==> src/rtl/run_seq_pkg.sv <==
// Shared types and default parameters for the run sequencer.
package run_seq_pkg;

  typedef enum logic [2:0] {
    IDLE = 3'd0,
    LOAD = 3'd1,
    BOOT = 3'd2,
    RUN  = 3'd3,
    DONE = 3'd4,
    TMO  = 3'd5
  } seq_state_t;

  localparam int AW_DEF       = 8;
  localparam int CW_DEF       = 16;
  localparam int BOOT_CYC_DEF = 2;
  localparam int TIMEOUT_DEF  = 4000;
  localparam int BOOT_W       = 4;

  function automatic logic is_busy(input seq_state_t s);
    return (s == LOAD) || (s == BOOT) || (s == RUN);
  endfunction

endpackage

==> src/rtl/run_sequencer_sat_counter.sv <==
// Up-counter with synchronous clear and enable that holds at all-ones instead of wrapping.
module sat_counter #(
  parameter int W = 16
) (
  input  logic         clk,
  input  logic         rst,
  input  logic         clr,
  input  logic         en,
  output logic [W-1:0] cnt
);

  logic [W-1:0] cnt_q;
  logic [W-1:0] cnt_d;

  always_comb begin
    cnt_d = cnt_q;
    if (clr) begin
      cnt_d = '0;
    end else if (en && (cnt_q != '1)) begin
      cnt_d = cnt_q + W'(1);
    end
  end

  always_ff @(posedge clk or posedge rst) begin
    if (rst) cnt_q <= '0;
    else     cnt_q <= cnt_d;
  end

  assign cnt = cnt_q;

endmodule

==> src/rtl/run_sequencer.sv <==
// Run controller: preload data memory, boot the core, time the run, then expose readback.
// Optional RUN_SEQ_ABORT_EN adds an abort input that returns LOAD/BOOT/RUN to IDLE.
//
// state | meaning
// IDLE  | core held in reset, waiting for start
// LOAD  | accepting preload beats into data memory
// BOOT  | core still in reset for BOOT_CYC cycles after load
// RUN   | core running, cycle counter advancing
// DONE  | core reported done, memory readable
// TMO   | run abandoned at TIMEOUT, memory readable
module run_sequencer
  import run_seq_pkg::*;
#(
  parameter int AW       = AW_DEF,
  parameter int CW       = CW_DEF,
  parameter int BOOT_CYC = BOOT_CYC_DEF,
  parameter int TIMEOUT  = TIMEOUT_DEF
) (
  input  logic          clk,
  input  logic          reset,
  input  logic          start,
`ifdef RUN_SEQ_ABORT_EN
  input  logic          abort,
`endif
  input  logic          ld_valid,
  output logic          ld_ready,
  input  logic          ld_last,
  input  logic [AW-1:0] ld_addr,
  input  logic [7:0]    ld_data,
  input  logic          core_done,
  output logic          core_reset,
  output logic          mem_own,
  output logic          mem_wr_en,
  output logic [AW-1:0] mem_addr,
  output logic [7:0]    mem_dat,
  input  logic [AW-1:0] rb_addr,
  input  logic [7:0]    mem_rd_data,
  output logic [7:0]    rb_data,
  output logic          busy,
  output logic          finished,
  output logic          timed_out,
  output logic [CW-1:0] cycles
);

  localparam logic [CW-1:0]     TMO_LAST  = CW'(TIMEOUT - 1);
  localparam logic [BOOT_W-1:0] BOOT_LAST = BOOT_W'(BOOT_CYC - 1);

  seq_state_t        state_q;
  seq_state_t        state_d;
  logic              start_ok;
  logic              abort_hit;
  logic [BOOT_W-1:0] boot_cnt;
  logic [CW-1:0]     cycles_cnt;

  assign start_ok = start && ((state_q == IDLE) || (state_q == DONE) || (state_q == TMO));

`ifdef RUN_SEQ_ABORT_EN
  assign abort_hit = abort && is_busy(state_q);
`else
  assign abort_hit = 1'b0;
`endif

  // Boot counter idles at zero outside BOOT so every boot starts from a clean count.
  sat_counter #(.W(BOOT_W)) u_boot_cnt (
    .clk (clk),
    .rst (reset),
    .clr (state_q != BOOT),
    .en  (state_q == BOOT),
    .cnt (boot_cnt)
  );

  sat_counter #(.W(CW)) u_cycle_cnt (
    .clk (clk),
    .rst (reset),
    .clr (start_ok),
    .en  ((state_q == RUN) && !core_done && !abort_hit),
    .cnt (cycles_cnt)
  );

  always_ff @(posedge clk or posedge reset) begin
    if (reset) state_q <= IDLE;
    else       state_q <= state_d;
  end

  always_comb begin
    state_d = state_q;
    if (abort_hit) begin
      state_d = IDLE;
    end else begin
      case (state_q)
        IDLE, DONE, TMO: if (start) state_d = LOAD;
        LOAD:            if (ld_valid && ld_last) state_d = BOOT;
        BOOT:            if (boot_cnt == BOOT_LAST) state_d = RUN;
        // done outranks timeout when both land on the same cycle
        RUN: begin
          if (core_done)                    state_d = DONE;
          else if (cycles_cnt == TMO_LAST)  state_d = TMO;
        end
        default:         state_d = IDLE;
      endcase
    end
  end

  always_comb begin
    ld_ready   = 1'b0;
    core_reset = 1'b1;
    mem_own    = 1'b1;
    mem_wr_en  = 1'b0;
    mem_addr   = rb_addr;
    rb_data    = 8'h00;
    busy       = is_busy(state_q);
    finished   = 1'b0;
    timed_out  = 1'b0;
    case (state_q)
      LOAD: begin
        ld_ready  = 1'b1;
        mem_wr_en = ld_valid;
        mem_addr  = ld_addr;
      end
      RUN: begin
        core_reset = 1'b0;
        mem_own    = 1'b0;
      end
      DONE: begin
        finished = 1'b1;
        rb_data  = mem_rd_data;
      end
      TMO: begin
        timed_out = 1'b1;
        rb_data   = mem_rd_data;
      end
      default: ;
    endcase
  end

  assign mem_dat = ld_data;
  assign cycles  = cycles_cnt;

endmodule
==> config.mk <==
export PLATFORM = sky130hd
export DESIGN_NAME = run_sequencer
export DESIGN_NICKNAME = d
export VERILOG_FILES = /design/src/rtl/run_seq_pkg.sv /design/src/rtl/run_sequencer_sat_counter.sv /design/src/rtl/run_sequencer.sv
export SDC_FILE = /design/constraint.sdc
export NUM_CORES = 1
export LEC_CHECK = 0
export BUFFER_PORTS_ARGS = -buffer_cell sky130_fd_sc_hd__buf_2
export CAP_MARGIN = 10
export CORE_MARGIN = 5
export CORE_UTILIZATION = 49
export DETAILED_ROUTE_END_ITERATION = 8
export PLACE_DENSITY = 0.82
export SKIP_CTS_REPAIR_TIMING = 1
export SLEW_MARGIN = 20
export SYNTH_ARGS = -nofsm -noshare
export SYNTH_HDL_FRONTEND = slang
export SYNTH_HIERARCHICAL = 1
export SYNTH_SLANG_ARGS = --single-unit
export TNS_END_PERCENT = 5
==> constraint.sdc <==
create_clock -name clk -period 4.41 [get_ports clk]
set_input_delay 0.882 -clock clk [delete_from_list [all_inputs] [get_ports clk]]
set_output_delay 0.882 -clock clk [all_outputs]
set_load 0.05 [all_outputs]
* After elaboration in Yosys (flattened, before gate mapping) *
Index checks and enable logic that the tools add are counted.

cells by class
  multiplexer cells = 17
  add/sub/neg operators = 2
  reduce and logical (&&, ||, !) cells = 16
  equal/unequal tests = 14

operators by type and width
  kind                   count
  $mux 16                2
  $add 16x1->16 const B  1
  $eq 16x12->1 const B   1
  $mux 8                 2
  $ne 16x16->1 const B   1
  $mux 3                 5
  $pmux 3 s4             1
  $mux 4                 2
  $eq 3x2->1 const B     2
  $eq 3x3->1 const B     2
  $ne 2x2->1 const B     3
  $logic_and 1x1->1      5
  $mux 1                 5
  $add 4x1->4 const B    1
  $eq 4x1->1 const B     1
  $logic_or 1x1->1       4
  $ne 4x4->1 const B     1
  $reduce_and 4->1       1
  $reduce_bool 2->1      2
  $eq 3x1->1 const B     1
  $logic_not 3->1        1
  $ne 3x2->1 const B     1
  $ne 3x3->1 const B     1
  $reduce_or 3->1        1
  other kinds (2)        2

storage, ports and cells
  register bits = 23
  input bits = 38
  output and inout bits = 47

* Longest topological paths before layout *
Gate-level depths: netlist (run 1).

  depth after elaboration = 5
  gate-level depth with buffers = 9
  mapped depth without buffers = 7

* Modules after synthesis *
The synthesis (run 1) kept the hierarchy.

modules (own cells, without submodules)
  module                     cells an instance  instances  area an instance (µm²)
  sat_counter (u_cycle_cnt)  101                1          932.1
  run_sequencer              62                 1          538.0
  sat_counter (u_boot_cnt)   21                 1          230.2

* Worst setup path before layout (run 1) *
Ideal clock, no wire load.

  path kind = flip-flop to flip-flop
  start point = register state_q[2]
  end point = register u_cycle_cnt.cnt_q[13], in the netlist u_cycle_cnt/cnt[13]
  period minus slack after synthesis = 2.875 ns
  buffers on the path = 1
  library setup time = 0.078 ns
  data arrival time = 2.797 ns
  path slack = 1.535 ns
  stages on the path, launching flop included = 9
  required time = 4.332 ns
  path through = dfrtp_1 > nand3b_1 > or2_1 > inv_1 > clkbuf_2 > nand3_1 > or4_4 > or4_1 > a21oi_1

on the way
  cells in the longest elaborated chain, start to end = 5

RTL lines
  what                                                  RTL line                         RTL
  start: declaration                                    run_sequencer.sv:48              seq_state_t state_q;
  start signal: assignment                              run_sequencer.sv:82              else state_q <= state_d;
  $eq 3x3->1 / $logic_not 3->1 (equally long branches)  run_sequencer.sv:55              assign start_ok = start && ((state_q == IDLE) || (state_q == DONE) || (state_q == TMO));
  $logic_or 1x1->1 (2 in a row)                         run_sequencer.sv:55
  $logic_and 1x1->1                                     run_sequencer.sv:55
  $mux 16 / $reduce_bool 2->1 (equally long branches)   --
  end signal: assignment                                run_sequencer_sat_counter.sv:26  else cnt_q <= cnt_d;
  end: declaration                                      run_sequencer_sat_counter.sv:12  logic [W-1:0] cnt_q;

Several ways; a longest one is shown, not always the timed one.
A chain may end at the register's enable or synchronous reset.

* Worst setup path in the final report (run 1) *
  start point = register state_q[1]
  end point = output port mem_addr[7]

on the way
  cells in the longest elaborated chain, start to end = 2

RTL lines
  what              RTL line              RTL
  $eq 3x1->1        run_sequencer.sv:114  case (state_q)
  $mux 8            run_sequencer.sv:114
  end: declaration  run_sequencer.sv:34   output logic [AW-1:0] mem_addr,

No other way between the ends.

==> results_dict.tcl, run 1 <==
set metrics [dict create \
    status "finished, final reports clean" \
    finalWorstSetupSlack_ns 1.71 \
    fin_nets 282 \
    ys_async_sr_fraction_pct 100 \
    clk_path_buf_depth 2 \
    post-place-ws_ns 1.61 \
    finalSetupViolCount 0 \
    dr_wl_met3_um 254 \
    synth-warning-count 6 \
    dr.pass1.iters 4 \
    gp_congestion 0.836 \
    cp_num_buf_inv 2 \
    finClkSkew_ns 0.00889 \
    cts_tree "done" \
    cts.sinks 23 \
    crit_type "reg2out" \
    numPortBuffers 68 \
    met2WireLength_um 1900 \
    crit_fanout 11 \
    rsz0062_at_grt "no" \
    worstMarginPinSlew_ns 0.688 \
    hold_viol 0 \
    grt_use_total_pct 17.3 \
    p_leak_nw 0.990 \
    seq_area_frac_synth_pct 33.8 \
    die_w_um 68.9 \
    synth_top_area_share_pct 33.8 \
    grt-ovfl-total 0 \
    syn_area_sq_um 1700 \
    synthCells 184 \
    grt_pass1_vias 1435 \
    cts_made_buffers 3 \
    fmaxAchievable_mhz 371 \
    synth_nets 224 \
    syn_avg_cell_area_sq_um 9.24 \
    drive_above_1_share_pct 36.5 \
    wl_met1_um 1820 \
    coreArea_sq_um 3340 \
    finalCriticalPeriod_ns 2.70 \
    tns_ns 0 \
    syn_to_final_growth_pct 19.7 \
    drc 0 \
    synth_area_leaders "dfrtp_1 34%, mux2_1 4.6%, buf_4 4.4%, a21oi_1 3.8%, and2_1 3.7%" \
    antenna_found_initial 0 \
    grt_max_degree 20 \
    dp.cells 283 \
    maxCapViolations 0 \
    yosys.area.top_type "dfrtp_1" \
    vias 1610 \
    timing.slew.headroom_pct 54.0 \
    cp_top_family "flip-flops" \
    cp.arrival_ns 1.81 \
    start_kind "flip-flop" \
    htree_levels 1 \
    period_share_pct 61.1 \
    slowest_stage "dfrtp_1" \
    clk_pin_slew_ns 0.11 \
    n_antenna_cell 0 \
    crit_chain "nor3b_1 -> buf_4 -> mux2_2 -> buf_2" \
    fillers 314 \
    dp_hpwl_um 3120 \
    start_util_pct 51.0 \
    cp-end-kind "output port" \
    crit_required_ns 3.53 \
    grt_pass1_wl_um 6420 \
    regArea_sq_um 576 \
    hold_class "in2async" \
    viasPerCell 5.61 \
    drv_slew 0 \
    ys_ff_latch 23 \
    cellPowerDensity_nw_per_um2 440 \
    dieArea_sq_um 4750 \
    ioPinCount 85 \
    fin_cells 287 \
    multi_input_area_sq_um 987 \
    irDropWorstVdd_uv 217 \
    drtIter0Drc 90 \
    core.rowCount 21 \
    clockRootBuffer "clkbuf_4" \
    die_h_um 68.9 \
    placed_area_sq_um 2000 \
    detail-route-antenna-nets 0 \
    route.top_layer_used "met4" \
    synth-main-ff-cell "dfrtp_1" \
    synth_edf_count 0 \
    final_cell_area_sq_um 2040 \
    clk_latency_ns 0.31 \
    routed_wl_um 4040 \
    max_stage_delay_ns 0.51 \
    wire_per_inst_um 14.1 \
    synth_cell_types 49 \
]
## state kept, by name, indices dropped and copies added, names as in the netlist
signal / cells
state_q: 3
u_cycle_cnt/cnt: 16
u_boot_cnt/cnt: 4
## metal layers
| layer | vias up | GRT usage, % |
|---|---|---|
| met2 | 50 | 30.1 |
| met1 | 757 | 22.4 |
| li1 | 794 | - |
| met4 | 0 | 5.11 |
| met3 | 9 | 1.94 |
| met5 | - | 0 |
## final cells by class
| type | instances | share of cell area (%) |
|---|---|---|
| flip-flops and latches | 23 | 28.3 |
| repair buffers | 69 | 17.1 |
| well taps | 46 | 2.83 |
| inverters | 11 | 2.03 |
| multi-input cells | 134 | 48.5 |
| clock buffers | 4 | 1.29 |
## layout by cell type (no fill, tap or decap), drive strengths merged, types with 2 or more instances in the layout
cell	count
o21ai	6
nand3b	2
o41ai	2
inv	11
mux2i	2
a21oi	13
nand2	6
ha	2
nor2b	7
nor4	4
mux2	11
and2	10
a31oi	3
nand2b	4
nand4	7
nor3	7
o31ai	5
and4	2
nor2	6
dfrtp	23
buf	69
nand3	8
or4	8
or3	8
clkbuf	4
## worst register-to-register path, cell delays in order, from the launching register on
cell and delay [ns]:
dfrtp_1 0.49, nand3b_1 0.26, or2_1 0.31, inv_1 0.21, nand3_1 0.22, or4_4 0.50, or4_1 0.41, a21oi_1 0.15
## path summary, 6_finish.rpt
kind	startpoint	to	slack [ns]	depth (start not counted)
max	state_q[1]$_DFFE_PP0P_	mem_addr[7]	1.71	4
min	reset	state_q[2]$_DFFE_PP0P_	0.44	2
min in group clk	u_boot_cnt/cnt[1]$_DFFE_PP0P_	u_boot_cnt/cnt[1]$_DFFE_PP0P_	0.60	2
max reg2reg	state_q[2]$_DFFE_PP0P_	u_cycle_cnt/cnt[13]$_DFFE_PP0P_	1.80	7
max in group asynchronous	reset	u_cycle_cnt/cnt[12]$_DFFE_PP0P_	3.34	2
min reg2reg	u_boot_cnt/cnt[1]$_DFFE_PP0P_	u_boot_cnt/cnt[1]$_DFFE_PP0P_	0.60	2
## logic make-up (layout without fill, tap and decap cells)
family	after synthesis	after routing	synth area share, %
multiplexers	13	13	8.68
AND/OR/NAND/NOR	84	84	33.0
adder cells (fa/ha/maj)	2	2	1.47
flip-flops	23	23	33.8
AO/OA/AOI/OAI	35	35	14.2
buffers and inverters	27	84	8.76
## cell usage after synthesis, drive strengths merged (2+ instances only)
cell type,instances
nand4,7
or4,8
nor2b,7
and2,10
mux2,11
and4,2
nor3,7
o21ai,6
buf,13
nor4,4
o41ai,2
o31ai,5
nand3,8
or3,8
nor2,6
mux2i,2
dfrtp,23
inv,11
a21oi,13
a31oi,3
nand2b,4
nand2,6
nand3b,2
ha,2
clkbuf,2
## metrics by stage
step | hold slack [ns] | total power, mW | utilization [%]
after detailed placement | 0.593 | 0.802 | 60.0
after CTS | 0.446 | 0.899 | 60.8
after global routing | 0.450 | 0.944 | 61.0
after floorplan | 0.544 | 0.719 | -
after global placement | 0.577 | 0.796 | 60.0
final | 0.444 | 0.896 | 61.0
## where the power goes
| part | switching (mW) | internal (mW) | total, mW |
|---|---|---|---|
| Combinational | 0.383 | 0.151 | 0.534 |
| Sequential | 0.0372 | 0.228 | 0.265 |
| Clock | 0.0611 | 0.0353 | 0.0964 |
| Total | 0.481 | 0.415 | 0.896 |
No activity file was read; power rests on OpenSTA's default activity.
==> run 2, diff against run 1 <==
CORE_UTILIZATION = 46   (was 49)
PLACE_DENSITY = 0.77   (was 0.82)
clock period = 2.7 ns   (was 4.41 ns; I/O delays follow)
==> results_dict.tcl, run 2 (synthesis gave the netlist of run 1 again) <==
set metrics [dict create \
    status "finished, final reports clean" \
    largest_reg_flops 16 \
    post-place-ws_ns 0.208 \
    syn_to_final_growth_pct 21.8 \
    clockRootBuffer "clkbuf_8" \
    cp.arrival_ns 2.65 \
    ioPinCount 85 \
    fmaxAchievable_mhz 406 \
    p_total_mw 1.53 \
    dr.pass1.iters 4 \
    period_share_pct 91.1 \
    htree_levels 1 \
    clk_pin_slew_ns 0.08 \
    layout_commonest_cell "buf_2" \
    clk_path_buf_depth 2 \
    start_kind "flip-flop" \
    finClkSkew_ns 0.00195 \
    dp_hpwl_um 3360 \
    crit_type "reg2reg" \
    n_antenna_cell 0 \
    drtIter0Drc 80 \
    finalCriticalPeriod_ns 2.46 \
    die_w_um 70.8 \
    drive_above_1_share_pct 37.9 \
    wire_per_inst_um 14.7 \
    hold_viol 0 \
    hold_class "in2async" \
    crit_fanout 9 \
    cp-end-kind "flip-flop" \
    final_util_pct 57.0 \
    p_leak_nw 1.01 \
    finalSetupViolCount 0 \
    rsz0062_at_grt "no" \
    detail-route-antenna-nets 0 \
    irDropWorstVdd_uv 448 \
    grt-ovfl-total 0 \
    antenna_found_initial 0 \
    placed_area_sq_um 2030 \
    viasPerCell 5.51 \
    drc 0 \
    cellPowerDensity_nw_per_um2 740 \
    fin_nets 284 \
    timing.slew.headroom_pct 54.4 \
    grt_pass1_vias 1513 \
    routed_wl_um 4290 \
    die_h_um 70.8 \
    gp_congestion 0.915 \
    numPortBuffers 68 \
    most-common-layout-cells "68 x buf_2, 23 x dfrtp_1, 13 x a21oi_1" \
    dieArea_sq_um 5010 \
    final_cell_area_sq_um 2070 \
    start_util_pct 46.8 \
    grt_pass1_wl_um 7290 \
    cts_made_buffers 3 \
    crit_required_ns 2.89 \
    coreArea_sq_um 3630 \
    core.rowCount 22 \
    worstMarginPinSlew_ns 0.680 \
    maxCapViolations 0 \
    drv_slew 0 \
    vias 1603 \
    grt_use_total_pct 17.5 \
    cts_tree "done" \
    grt_max_degree 17 \
    finalWorstSetupSlack_ns 0.239 \
    clk_latency_ns 0.26 \
    cts.sinks 23 \
]
-- run 2: cell count changes in the layout (fill, tap and decap cells not counted) --
cell,before,now
clkbuf_4,3,0
clkbuf_8,0,3
buf_4,1,3
inv_1,9,8
inv_2,2,3
nand3_1,8,7
nand3_2,0,1
nor3_2,0,1
nor3_4,1,0
-- run 2: final timing paths --
kind                                            startpoint                              end  slack, ns  cells past startpoint
hold / removal                                       reset           state_q[1]$_DFFE_PP0P_       0.16                      2
setup reg to reg                    state_q[2]$_DFFE_PP0P_  u_cycle_cnt/cnt[13]$_DFFE_PP0P_       0.24                      7
setup / recovery                    state_q[2]$_DFFE_PP0P_  u_cycle_cnt/cnt[13]$_DFFE_PP0P_       0.24                      7
hold reg to reg            u_cycle_cnt/cnt[14]$_DFFE_PP0P_  u_cycle_cnt/cnt[14]$_DFFE_PP0P_       0.61                      2
max in group asynchronous                            reset  u_cycle_cnt/cnt[12]$_DFFE_PP0P_       1.92                      2
min in group clk                                   ld_last           state_q[1]$_DFFE_PP0P_       0.57                      3
-- run 2: through the flow --
step	instances	TNS, ns	hold WS [ns]
after floorplan	184	-0.181	0.294
after global placement	287	0	0.434
after detailed placement	287	0	0.442
after CTS	291	0	0.156
after global routing	291	0	0.163
final	291	0	0.162
-- run 2: cell type report --
cell class,count,area [sq um]
repair buffers,71,363
multi-input cells,134,986
clock buffers,4,45.0
flip-flops and latches,23,576
well taps,48,60.1
inverters,11,41.3
fillers,343,1560
-- run 2: report_power, final --
group / switching, mW / internal, mW / total [mW]
logic: 0.633 / 0.253 / 0.886
clock network: 0.107 / 0.105 / 0.212
registers: 0.0617 / 0.373 / 0.434
total: 0.802 / 0.731 / 1.53
-- run 2: per-layer routing --
metal | global-route usage, % | vias up | wire, um
li1 | - | 797 | -
met1 | 21.6 | 759 | 1820
met2 | 31.4 | 41 | 2200
met3 | 3.13 | 6 | 221
met4 | 4.18 | 0 | 57
met5 | 0 | - | 0
-- run 2: worst max-delay path, stage by stage (launching register included) --
cell	delay, ns
dfrtp_1	0.47
nand3b_1	0.25
or2_1	0.32
inv_2	0.15
nand3_2	0.16
or4_4	0.48
or4_1	0.41
a21oi_1	0.15
==> run 3, diff against run 2 <==
CORE_UTILIZATION = 42   (was 46)
PLACE_DENSITY = 0.71   (was 0.77)
==> results_dict.tcl, run 3 (synthesis gave the netlist of run 1 again) <==
set metrics [dict create \
    status "finished, final reports clean" \
    dr.pass1.iters 4 \
    p_total_mw 1.56 \
    numPortBuffers 68 \
    drc 0 \
    maxCapViolations 0 \
    viasPerCell 5.41 \
    grt_max_degree 20 \
    drtIter0Drc 95 \
    most-common-layout-cells "68 x buf_2, 23 x dfrtp_1, 13 x a21oi_1" \
    vias 1600 \
    clockRootBuffer "clkbuf_8" \
    timing.slew.headroom_pct 57.8 \
    core.rowCount 23 \
    grt_use_total_pct 15.7 \
    grt_pass1_vias 1462 \
    cp_num_buf_inv 1 \
    grt_pass1_wl_um 6870 \
    worstMarginPinSlew_ns 0.632 \
    n_antenna_cell 0 \
    rr_endpoint "u_cycle_cnt/cnt[13]$_DFFE_PP0P_" \
    coreArea_sq_um 3970 \
    cts_made_buffers 3 \
    cts_tree "done" \
    p_sw_mw 0.803 \
    hold_class "in2async" \
    finalSetupViolCount 0 \
    rsz0062_at_grt "no" \
    r2r_start "state_q[2]$_DFFE_PP0P_" \
    clk_path_buf_depth 2 \
    dp_hpwl_um 3330 \
    r2r_setup_slack_ns 0.25 \
    cp_top_family "simple AND/OR/NAND/NOR gates" \
    drive_above_1_share_pct 38.2 \
    power_frac_clock_pct 13.9 \
    layout_commonest_cell "buf_2" \
    clk_pin_slew_ns 0.09 \
    reg2reg_depth 7 \
    die_h_um 73.6 \
    slowest_stage "or4_4" \
    wire_per_inst_um 14.3 \
    crit_fanout 8 \
    switching_share_pct 51.6 \
    drv_slew 0 \
    fin_cells 296 \
    p_leak_nw 1.02 \
    syn_to_final_growth_pct 23.3 \
    start_util_pct 42.8 \
    dieArea_sq_um 5420 \
    pwr-share-seq_pct 25.7 \
    period_share_pct 90.7 \
    crit_required_ns 2.89 \
    cellPowerDensity_nw_per_um2 743 \
    cts.sinks 23 \
    routed_wl_um 4230 \
    fmaxAchievable_mhz 408 \
    p_int_mw 0.753 \
    largest_reg_flops 16 \
    cp-end-kind "flip-flop" \
    comb_power_share_pct 60.4 \
    start_kind "flip-flop" \
    die_w_um 73.6 \
    dp.cells 292 \
    max_stage_delay_ns 0.48 \
    finalCriticalPeriod_ns 2.45 \
    ioPinCount 85 \
    htree_levels 1 \
    antenna_found_initial 0 \
    crit_type "reg2reg" \
    hold_viol 0 \
    cp.arrival_ns 2.64 \
    gp_congestion 0.789 \
    clk_latency_ns 0.26 \
    irDropWorstVdd_uv 432 \
    finClkSkew_ns 0.00535 \
    detail-route-antenna-nets 0 \
    crit_chain "nand3b_1 -> or2_1 -> inv_1 -> nand3_2 -> or4_4 -> or4_1 -> a21oi_1" \
    grt-ovfl-total 0 \
    fin_nets 287 \
]
==> run 3: cell types whose count changed in the layout (fill, tap and decap cells not counted) <==
cell / before / now
inv_1: 8 / 9
inv_2: 3 / 2
buf_4: 3 / 6
==> run 3: final cells by class <==
cell class              count  area [sq um]
well taps                  50          62.6
clock buffers               4          45.0
inverters                  11          41.3
repair buffers             74           385
multi-input cells         134           986
fillers                   385          1880
flip-flops and latches     23           576
==> run 3: worst reg2reg max path: cells and delay by family, from the launching register on <==
kind                   cells  cell delay, ns
AOI/OAI and AO/OA          1            0.15
buffers and inverters      1            0.23
DFF                        1            0.38
and+or+nand+nor            5            1.62
==> run 3: worst max-delay path by stage <==
stage                           startpoint                         endpoint  slack (ns)  cells after the start
global placement                 core_done  u_cycle_cnt/cnt[13]$_DFFE_PP0P_        0.36                      7
CTS                 state_q[2]$_DFFE_PP0P_  u_cycle_cnt/cnt[13]$_DFFE_PP0P_        0.27                      7
detailed placement  state_q[2]$_DFFE_PP0P_  u_cycle_cnt/cnt[13]$_DFFE_PP0P_        0.29                      7
floorplan           state_q[2]$_DFFE_PP0P_  u_cycle_cnt/cnt[13]$_DFFE_PP0P_       -0.12                      8
finish              state_q[2]$_DFFE_PP0P_  u_cycle_cnt/cnt[13]$_DFFE_PP0P_        0.25                      7
global route        state_q[2]$_DFFE_PP0P_  u_cycle_cnt/cnt[13]$_DFFE_PP0P_        0.11                      7
==> run 3: per-layer routing <==
metal	part of all wire, %	GRT usage, %	up-vias
met2	51	28.2	27
li1	-	-	812
met4	0.71	2.82	0
met3	4.3	1.23	6
met5	0	0	-
met1	44	20.5	755
==> run 3: power groups by stage <==
stage	registers (mW)	clock network [mW]	logic, mW
2_1_floorplan	0.436	0	0.741
4_1_cts	0.401	0.221	0.949
3_3_place_gp	0.406	0	0.940
6_report	0.400	0.216	0.941
3_5_place_dp	0.407	0	0.947
5_1_grt	0.408	0.237	1.00
==> run 3: stage by stage <==
stage / setup WS, ns / cell area, sq um / util [%] / TNS (ns) / hold slack, ns
after global routing: 0.109 / 2100 / 52.8 / 0 / 0.160
final: 0.252 / 2100 / 52.8 / 0 / 0.156
after detailed placement: 0.292 / 2050 / 51.6 / 0 / 0.439
after global placement: 0.364 / 2050 / 51.6 / 0 / 0.441
after floorplan: -0.124 / 1710 / - / -0.181 / 0.294
after CTS: 0.272 / 2100 / 52.8 / 0 / 0.159
